--- config.mk ---
export PLATFORM = sky130hd
export DESIGN_NAME = clint_timer
export DESIGN_NICKNAME = d
export VERILOG_FILES = /design/src/rtl/clint_timer.sv
export SDC_FILE = /design/constraint.sdc
export NUM_CORES = 1
export LEC_CHECK = 0
export ABC_AREA = 1
export CAP_MARGIN = 20
export CORE_MARGIN = 1.5
export CORE_UTILIZATION = 55
export CTS_BUF_LIST = sky130_fd_sc_hd__clkbuf_2
export CTS_CLUSTER_DIAMETER = 30
export DETAILED_ROUTE_END_ITERATION = 16
export PLACE_DENSITY = 0.85
export SYNTH_ARGS = -nofsm -noshare
export SYNTH_HDL_FRONTEND = slang
export SYNTH_SLANG_ARGS = --single-unit
export TNS_END_PERCENT = 50
--- constraint.sdc ---
create_clock -name clock -period 6.6 [get_ports clock]
set_input_delay 0.99 -clock clock [delete_from_list [all_inputs] [get_ports clock]]
set_output_delay 0.99 -clock clock [all_outputs]
set_load 0.01 [all_outputs]
--- src/rtl/clint_timer.sv ---
//------------------------------------------------------------------------------
// clint_timer
//
// Core-local interruptor for the small core. Holds the 64-bit mtime counter,
// the 64-bit mtimecmp compare register and the msip software-interrupt bit,
// drives the machine timer / software interrupt lines to the CSR unit and
// exposes all three registers as 32-bit words on the system memory bus.
//
// mtime advances once per RTC tick. The tick is derived from the core clock:
// a divider counts 0 .. 2*(rtc_div+1)-1 and the tick is the cycle in which it
// sits at its maximum (every 10 core clocks at the default setting).
//
// Register map (byte offset from clint_base_addr, 32-bit words):
//   0x0000  msip          (bit 0 only)
//   0x4000  mtimecmp[31:0]
//   0x4004  mtimecmp[63:32]
//   0xBFF8  mtime[31:0]
//   0xBFFC  mtime[63:32]
//   other   read as zero, writes ignored, still acknowledged
//
// Ports:
//   clock        core clock, all state updates on its rising edge
//   reset        synchronous, active-high reset
//   clint_valid  bus request strobe (window already selected upstream)
//   clint_addr   absolute byte address
//   clint_wdata  write data
//   clint_wstrb  byte write enables, all zero means a read
//   clint_rdata  read data, valid while clint_ready is high, zero otherwise
//   clint_ready  one-cycle response pulse, one cycle after clint_valid
//   clint_msip   machine software interrupt pending
//   clint_mtip   machine timer interrupt pending (mtime >= mtimecmp)
//   clint_mtime  current mtime, for the time/timeh CSRs
//------------------------------------------------------------------------------

package configure;
    // RTC half-period in core clocks, minus 1.
    localparam int unsigned clk_divider_rtc = 4;
    // Bus window occupied by the CLINT.
    localparam logic [31:0] clint_base_addr = 32'h0200_0000;
    localparam logic [31:0] clint_top_addr  = 32'h0200_FFFF;
endpackage

module clint_timer #(
    parameter int unsigned rtc_div = configure::clk_divider_rtc
) (
    input  logic        clock,
    input  logic        reset,
    input  logic        clint_valid,
    input  logic [31:0] clint_addr,
    input  logic [31:0] clint_wdata,
    input  logic [3:0]  clint_wstrb,
    output logic [31:0] clint_rdata,
    output logic        clint_ready,
    output logic        clint_msip,
    output logic        clint_mtip,
    output logic [63:0] clint_mtime
);

    //--------------------------------------------------------------------------
    // Constants
    //--------------------------------------------------------------------------
    localparam int unsigned     DIV_MAX  = 2 * (rtc_div + 1) - 1;
    localparam int unsigned     DIV_W    = $clog2(DIV_MAX + 1);
    localparam logic [DIV_W-1:0] DIV_LAST = DIV_W'(DIV_MAX);

    // Word indices (byte offset >> 2) of the implemented registers.
    localparam logic [13:0] WORD_MSIP     = 14'h0000;  // 0x0000
    localparam logic [13:0] WORD_CMP_LO   = 14'h1000;  // 0x4000
    localparam logic [13:0] WORD_CMP_HI   = 14'h1001;  // 0x4004
    localparam logic [13:0] WORD_TIME_LO  = 14'h2FFE;  // 0xBFF8
    localparam logic [13:0] WORD_TIME_HI  = 14'h2FFF;  // 0xBFFC

    localparam logic [63:0] MTIMECMP_RST  = 64'hFFFF_FFFF_FFFF_FFFF;

    typedef enum logic [2:0] {
        SEL_NONE,
        SEL_MSIP,
        SEL_CMP_LO,
        SEL_CMP_HI,
        SEL_TIME_LO,
        SEL_TIME_HI
    } reg_sel_e;

    //--------------------------------------------------------------------------
    // Byte-lane merge: each set strobe bit takes the new byte, the rest keep
    // the base value.
    //--------------------------------------------------------------------------
    function automatic logic [31:0] merge_bytes(
        input logic [31:0] base_val,
        input logic [31:0] new_val,
        input logic [3:0]  strb
    );
        logic [31:0] result;
        for (int i = 0; i < 4; i++) begin
            result[i*8 +: 8] = strb[i] ? new_val[i*8 +: 8] : base_val[i*8 +: 8];
        end
        return result;
    endfunction

    //--------------------------------------------------------------------------
    // State
    //--------------------------------------------------------------------------
    logic [DIV_W-1:0] div_cnt_q,  div_cnt_d;
    logic [63:0]      mtime_q,    mtime_d;
    logic [63:0]      mtimecmp_q, mtimecmp_d;
    logic             msip_q,     msip_d;
    logic             mtip_q,     mtip_d;
    logic             ready_q,    ready_d;
    logic [31:0]      rdata_q,    rdata_d;

    //--------------------------------------------------------------------------
    // Address decode
    //--------------------------------------------------------------------------
    logic [31:0] offset;
    logic [13:0] word_idx;
    reg_sel_e    sel;
    logic        is_write;
    logic        wr_en;
    logic        unused_offset_bits;

    // Only offset bits [15:2] select a word; the window decoder upstream has
    // already qualified the upper bits.
    assign offset             = clint_addr - configure::clint_base_addr;
    assign word_idx           = offset[15:2];
    assign unused_offset_bits = ^{offset[31:16], offset[1:0]};

    assign is_write = |clint_wstrb;
    assign wr_en    = clint_valid && is_write;

    always_comb begin
        case (word_idx)
            WORD_MSIP:    sel = SEL_MSIP;
            WORD_CMP_LO:  sel = SEL_CMP_LO;
            WORD_CMP_HI:  sel = SEL_CMP_HI;
            WORD_TIME_LO: sel = SEL_TIME_LO;
            WORD_TIME_HI: sel = SEL_TIME_HI;
            default:      sel = SEL_NONE;
        endcase
    end

    //--------------------------------------------------------------------------
    // Read mux: returns register contents as they stand at the sampling edge,
    // i.e. before any tick or write that lands on that same edge.
    //--------------------------------------------------------------------------
    logic [31:0] read_word;

    always_comb begin
        case (sel)
            SEL_MSIP:    read_word = {31'd0, msip_q};
            SEL_CMP_LO:  read_word = mtimecmp_q[31:0];
            SEL_CMP_HI:  read_word = mtimecmp_q[63:32];
            SEL_TIME_LO: read_word = mtime_q[31:0];
            SEL_TIME_HI: read_word = mtime_q[63:32];
            default:     read_word = 32'd0;
        endcase
    end

    //--------------------------------------------------------------------------
    // RTC tick and mtime increment
    //--------------------------------------------------------------------------
    logic        tick;
    logic [63:0] mtime_inc;

    assign tick = (div_cnt_q == DIV_LAST);

    // Full 64-bit add so the carry crosses the two bus halves in one cycle;
    // wraps naturally from all ones to zero.
    assign mtime_inc = mtime_q + {63'd0, tick};

    //--------------------------------------------------------------------------
    // Next-state logic
    //--------------------------------------------------------------------------
    always_comb begin
        // NOTE: every signal driven here gets a default before any branch so
        // no path leaves it unassigned, which would otherwise infer a latch.
        div_cnt_d  = tick ? '0 : div_cnt_q + DIV_W'(1);
        mtime_d    = mtime_inc;
        mtimecmp_d = mtimecmp_q;
        msip_d     = msip_q;

        // A write to an mtime half overrides the written bytes only; the
        // other bytes of the 64-bit value still advance with the tick, using
        // the carry computed from the old value.
        if (wr_en) begin
            case (sel)
                SEL_MSIP: begin
                    if (clint_wstrb[0]) begin
                        msip_d = clint_wdata[0];
                    end
                end
                SEL_CMP_LO:  mtimecmp_d[31:0]  = merge_bytes(mtimecmp_q[31:0],  clint_wdata, clint_wstrb);
                SEL_CMP_HI:  mtimecmp_d[63:32] = merge_bytes(mtimecmp_q[63:32], clint_wdata, clint_wstrb);
                SEL_TIME_LO: mtime_d[31:0]     = merge_bytes(mtime_inc[31:0],   clint_wdata, clint_wstrb);
                SEL_TIME_HI: mtime_d[63:32]    = merge_bytes(mtime_inc[63:32],  clint_wdata, clint_wstrb);
                default: ;
            endcase
        end

        // Compare the values being loaded, so mtip changes on the same edge
        // as the registers it depends on.
        mtip_d = (mtime_d >= mtimecmp_d);

        // Every accepted request gets exactly one response next cycle; write
        // responses carry no data.
        ready_d = clint_valid;
        rdata_d = (clint_valid && !is_write) ? read_word : 32'd0;
    end

    //--------------------------------------------------------------------------
    // Registers
    //--------------------------------------------------------------------------
    always_ff @(posedge clock) begin
        // NOTE: state is updated with non-blocking assignments so every flop
        // samples the pre-edge values regardless of statement order.
        if (reset) begin
            div_cnt_q  <= '0;
            mtime_q    <= 64'd0;
            mtimecmp_q <= MTIMECMP_RST;
            msip_q     <= 1'b0;
            mtip_q     <= 1'b0;
            ready_q    <= 1'b0;
            rdata_q    <= 32'd0;
        end else begin
            div_cnt_q  <= div_cnt_d;
            mtime_q    <= mtime_d;
            mtimecmp_q <= mtimecmp_d;
            msip_q     <= msip_d;
            mtip_q     <= mtip_d;
            ready_q    <= ready_d;
            rdata_q    <= rdata_d;
        end
    end

    //--------------------------------------------------------------------------
    // Outputs
    //--------------------------------------------------------------------------
    assign clint_rdata = rdata_q;
    assign clint_ready = ready_q;
    assign clint_msip  = msip_q;
    assign clint_mtip  = mtip_q;
    assign clint_mtime = mtime_q;

endmodule

==> flow_metrics.env <==
export IMPL_status="complete, no violations"
export IMPL_yosysWarnings=0
export IMPL_maxSlewHeadroom_pct=31.0
export IMPL_synth_edf_count=0
export IMPL_drv_slew=0
export IMPL_synthArstFlopShare_pct=0
export IMPL_ir_worst_vdd_mv=0.163
export IMPL_seq_area_frac_synth_pct=30.6
export IMPL_cpPeakStageDelay_ps=440
export IMPL_yosysTopAreaCell="dfxtp_1"
export IMPL_grt_overflow_total=0
export IMPL_place_congestion=0.989
export IMPL_ys_types=41
export IMPL_synthTopCellsByArea="dfxtp_1 31%, nand2_1 19%, nor2_1 10%"
export IMPL_final_core_util_pct=66.5
export IMPL_grt_pass1_wl_um=61500
export IMPL_syn_area_um2=10900
export IMPL_synth_seq_cells=167
export IMPL_fin_crit_ps=4470
export IMPL_synth_top_area_share_pct=30.6
export IMPL_fin_skew_ps=45.0
export IMPL_std_cell_rows=51
export IMPL_htree_levels=4
export IMPL_fin_crit_sh_pct=67.7
export IMPL_grt_pass1_vias=11414
export IMPL_cp_top_family="simple AND/OR/NAND/NOR gates"
export IMPL_rsz0062_at_grt="no"
export IMPL_ant_nets=0
export IMPL_hold_class="reg -> reg"
export IMPL_wl_um=40200
export IMPL_final_cell_mix="551 x nand2_1, 295 x nor2_1, 191 x inv_1"
export IMPL_worstSetupPathType="reg -> reg"
export IMPL_vias=12269
export IMPL_drive_gt1_share_pct=4.17
export IMPL_cts_made_buffers=17
export IMPL_cts_root_buffer="clkbuf_2"
export IMPL_drt_vias_per_instance=5.62
export IMPL_syn_instance_count=1765
export IMPL_synthesis_nets=1904
export IMPL_grt_max_degree=66
export IMPL_fin_cells=2185
export IMPL_antenna_found_initial=1
export IMPL_wire_per_inst_um=18.4
export IMPL_start_util_pct=56.1
export IMPL_die_x_um=144
export IMPL_hold_buffers=0
export IMPL_cp_cell_sequence="ha_1 -> nand2_1 -> nor2_1 -> ha_1 -> ha_1 -> nand3_1 -> inv_2 -> nand2_1 -> nor2_2 -> nand2_1 -> nor3_1 -> nand2_1 -> nand3b_1 -> nand2_1 -> ha_1 -> nand2_1 -> nor2_1 -> nand2_1 -> nor2_1 -> and3b_1 -> nand2_1 -> nand3_1 -> nand2_1 -> inv_1"
export IMPL_dpl_cell_count=2153
export IMPL_cp_max_fo=5
export IMPL_hpwl_um=31300
export IMPL_ctsResizeCount=0
export IMPL_worst_ep_required_time_ps=7390
export IMPL_grtUsageTotal_pct=39.6
export IMPL_cts_sinks=167
export IMPL_port_buffers=151
export IMPL_cp_common_cell="nand2_1"
export IMPL_worst_pin_slew_ps=1030
export IMPL_p_per_area_nw_per_um2=137
export IMPL_final_common_cell="nand2_1"
export IMPL_cts_buffer_depth=2
export IMPL_dr_pass1_iters=8
export IMPL_hold_viol=0
export IMPL_cp_start_kind="flop"
export IMPL_clk_pin_slew_worst_paths_ps=280
export IMPL_core_area_um2=19500
export IMPL_nFillCells=1807
export IMPL_cts_setup_buffers=0
export IMPL_finalSetupTns_ps=0
export IMPL_setup_viol=0
export IMPL_syn_area_per_cell_um2=6.18
export IMPL_syn2layout_area_growth_pct=18.6
export IMPL_cp_arrival_ps=5250
export IMPL_slowest_stage="dfxtp_1"
export IMPL_p_leak_nw=6.21
export IMPL_fin_nets=2046
export IMPL_drt_initial_drc_count=1149
export IMPL_synth_flop_cell="dfxtp_1"
export IMPL_tritoncts="yes"
export IMPL_r2r_slack_ps=2130
export IMPL_drc=0
export IMPL_fp_dieH_um=144
export IMPL_drv_cap=0
export IMPL_cp_end_kind="flop"
export IMPL_crit_buf_inv=2
export IMPL_ios=170
export IMPL_die_area_um2=20700
export IMPL_fmax_mhz=224
export IMPL_clock_latency_ps=810
-- sequential cells by signal, indices dropped and copies added, names as in the netlist --
register and count:
clint_mtime 64, mtimecmp_q 64, clint_rdata 32, div_cnt_q 4, clint_msip 1, clint_mtip 1
clint_ready 1
-- worst paths after layout --
path	startpoint	to	depth (start not counted)
worst min-delay path	div_cnt_q[0]	div_cnt_q[0]	1
worst min register to register	div_cnt_q[0]	div_cnt_q[0]	1
worst max-delay path	div_cnt_q[0]	clint_mtip	24
worst max register to register	div_cnt_q[0]	clint_mtip	24
-- metrics by stage --
stage	hold WS (ps)	power, mW	cell area [µm²]	worst slack [ps]
2_1_floorplan	433	1.10	10900	3330
3_3_place_gp	447	1.16	12700	1650
3_5_place_dp	458	1.16	12700	1600
4_1_cts	506	1.76	12900	2300
5_1_grt	539	1.82	12900	1810
6_report	500	1.77	12900	2130
-- area by class of cell --
type	count	area, µm²	share of cell area (%)
flip-flops and latches	167	3340	25.8
repair buffers	165	1610	12.5
diodes	1	2.50	0.0193
multi-input cells	1353	6620	51.2
clock inverters	13	169	1.31
inverters	203	762	5.89
well taps	265	332	2.56
clock buffers	18	90.1	0.697
-- per-layer routing --
| layer | vias up | GRT usage, % | share of wire [%] |
|---|---|---|---|
| met2 | 643 | 64.1 | 46 |
| met1 | 5593 | 49.7 | 40 |
| li1 | 5891 | - | - |
| met3 | 142 | 8.00 | 9.0 |
| met5 | - | 0 | 0 |
| met4 | 0 | 20.2 | 5.0 |
-- report_power, final --
group | internal, mW | switching, mW
Clock | 0.216 | 0.405
Combinational | 0.0463 | 0.0747
Sequential | 1.02 | 0.00526
-- synth_stat cells, types with 2 or more instances --
cell type / n
nor2_2: 4
xor2_1: 30
nor2_1: 295
mux2i_1: 14
xnor2_1: 4
a21oi_1: 86
inv_1: 191
a211oi_1: 3
buf_2: 12
nor3_1: 17
nor4_1: 2
o211ai_1: 9
o21a_1: 4
nand3_1: 94
o21ai_1: 21
nor2_4: 4
nand4_1: 26
inv_2: 8
o22ai_1: 13
nand3b_1: 3
clkinv_1: 4
ha_1: 68
nand2_2: 4
dfxtp_1: 167
and2_1: 7
buf_4: 2
nand2_1: 551
o21ai_0: 74
or2_2: 10
clkbuf_1: 27
-- cells by family (layout without fill, tap and decap cells) --
| kind of cell | after synthesis | in the layout | share of synthesized area (%) |
|---|---|---|---|
| adder cells (fa/ha/maj) | 68 | 68 | 7.80 |
| multiplexers | 14 | 14 | 1.28 |
| AO/OA/AOI/OAI | 213 | 213 | 10.4 |
| other | 0 | 1 | 0 |
| XOR/XNOR | 34 | 34 | 2.73 |
| flip-flops | 167 | 167 | 30.6 |
| AND/OR/NAND/NOR | 1024 | 1024 | 38.5 |
| buffers and inverters | 245 | 399 | 8.64 |
-- worst reg2reg max path, cell delays in order (launching register included) --
cell,delay [ps]
dfxtp_1,440
ha_1,160
nand2_1,60
nor2_1,220
ha_1,350
ha_1,320
nand3_1,170
inv_2,140
nand2_1,160
nor2_2,240
nand2_1,110
nor3_1,370
nand2_1,100
nand3b_1,120
nand2_1,100
ha_1,290
nand2_1,60
nor2_1,130
nand2_1,120
nor2_1,330
and3b_1,210
nand2_1,60
nand3_1,80
nand2_1,60
inv_1,60
Power figures use the tool's default switching activity.
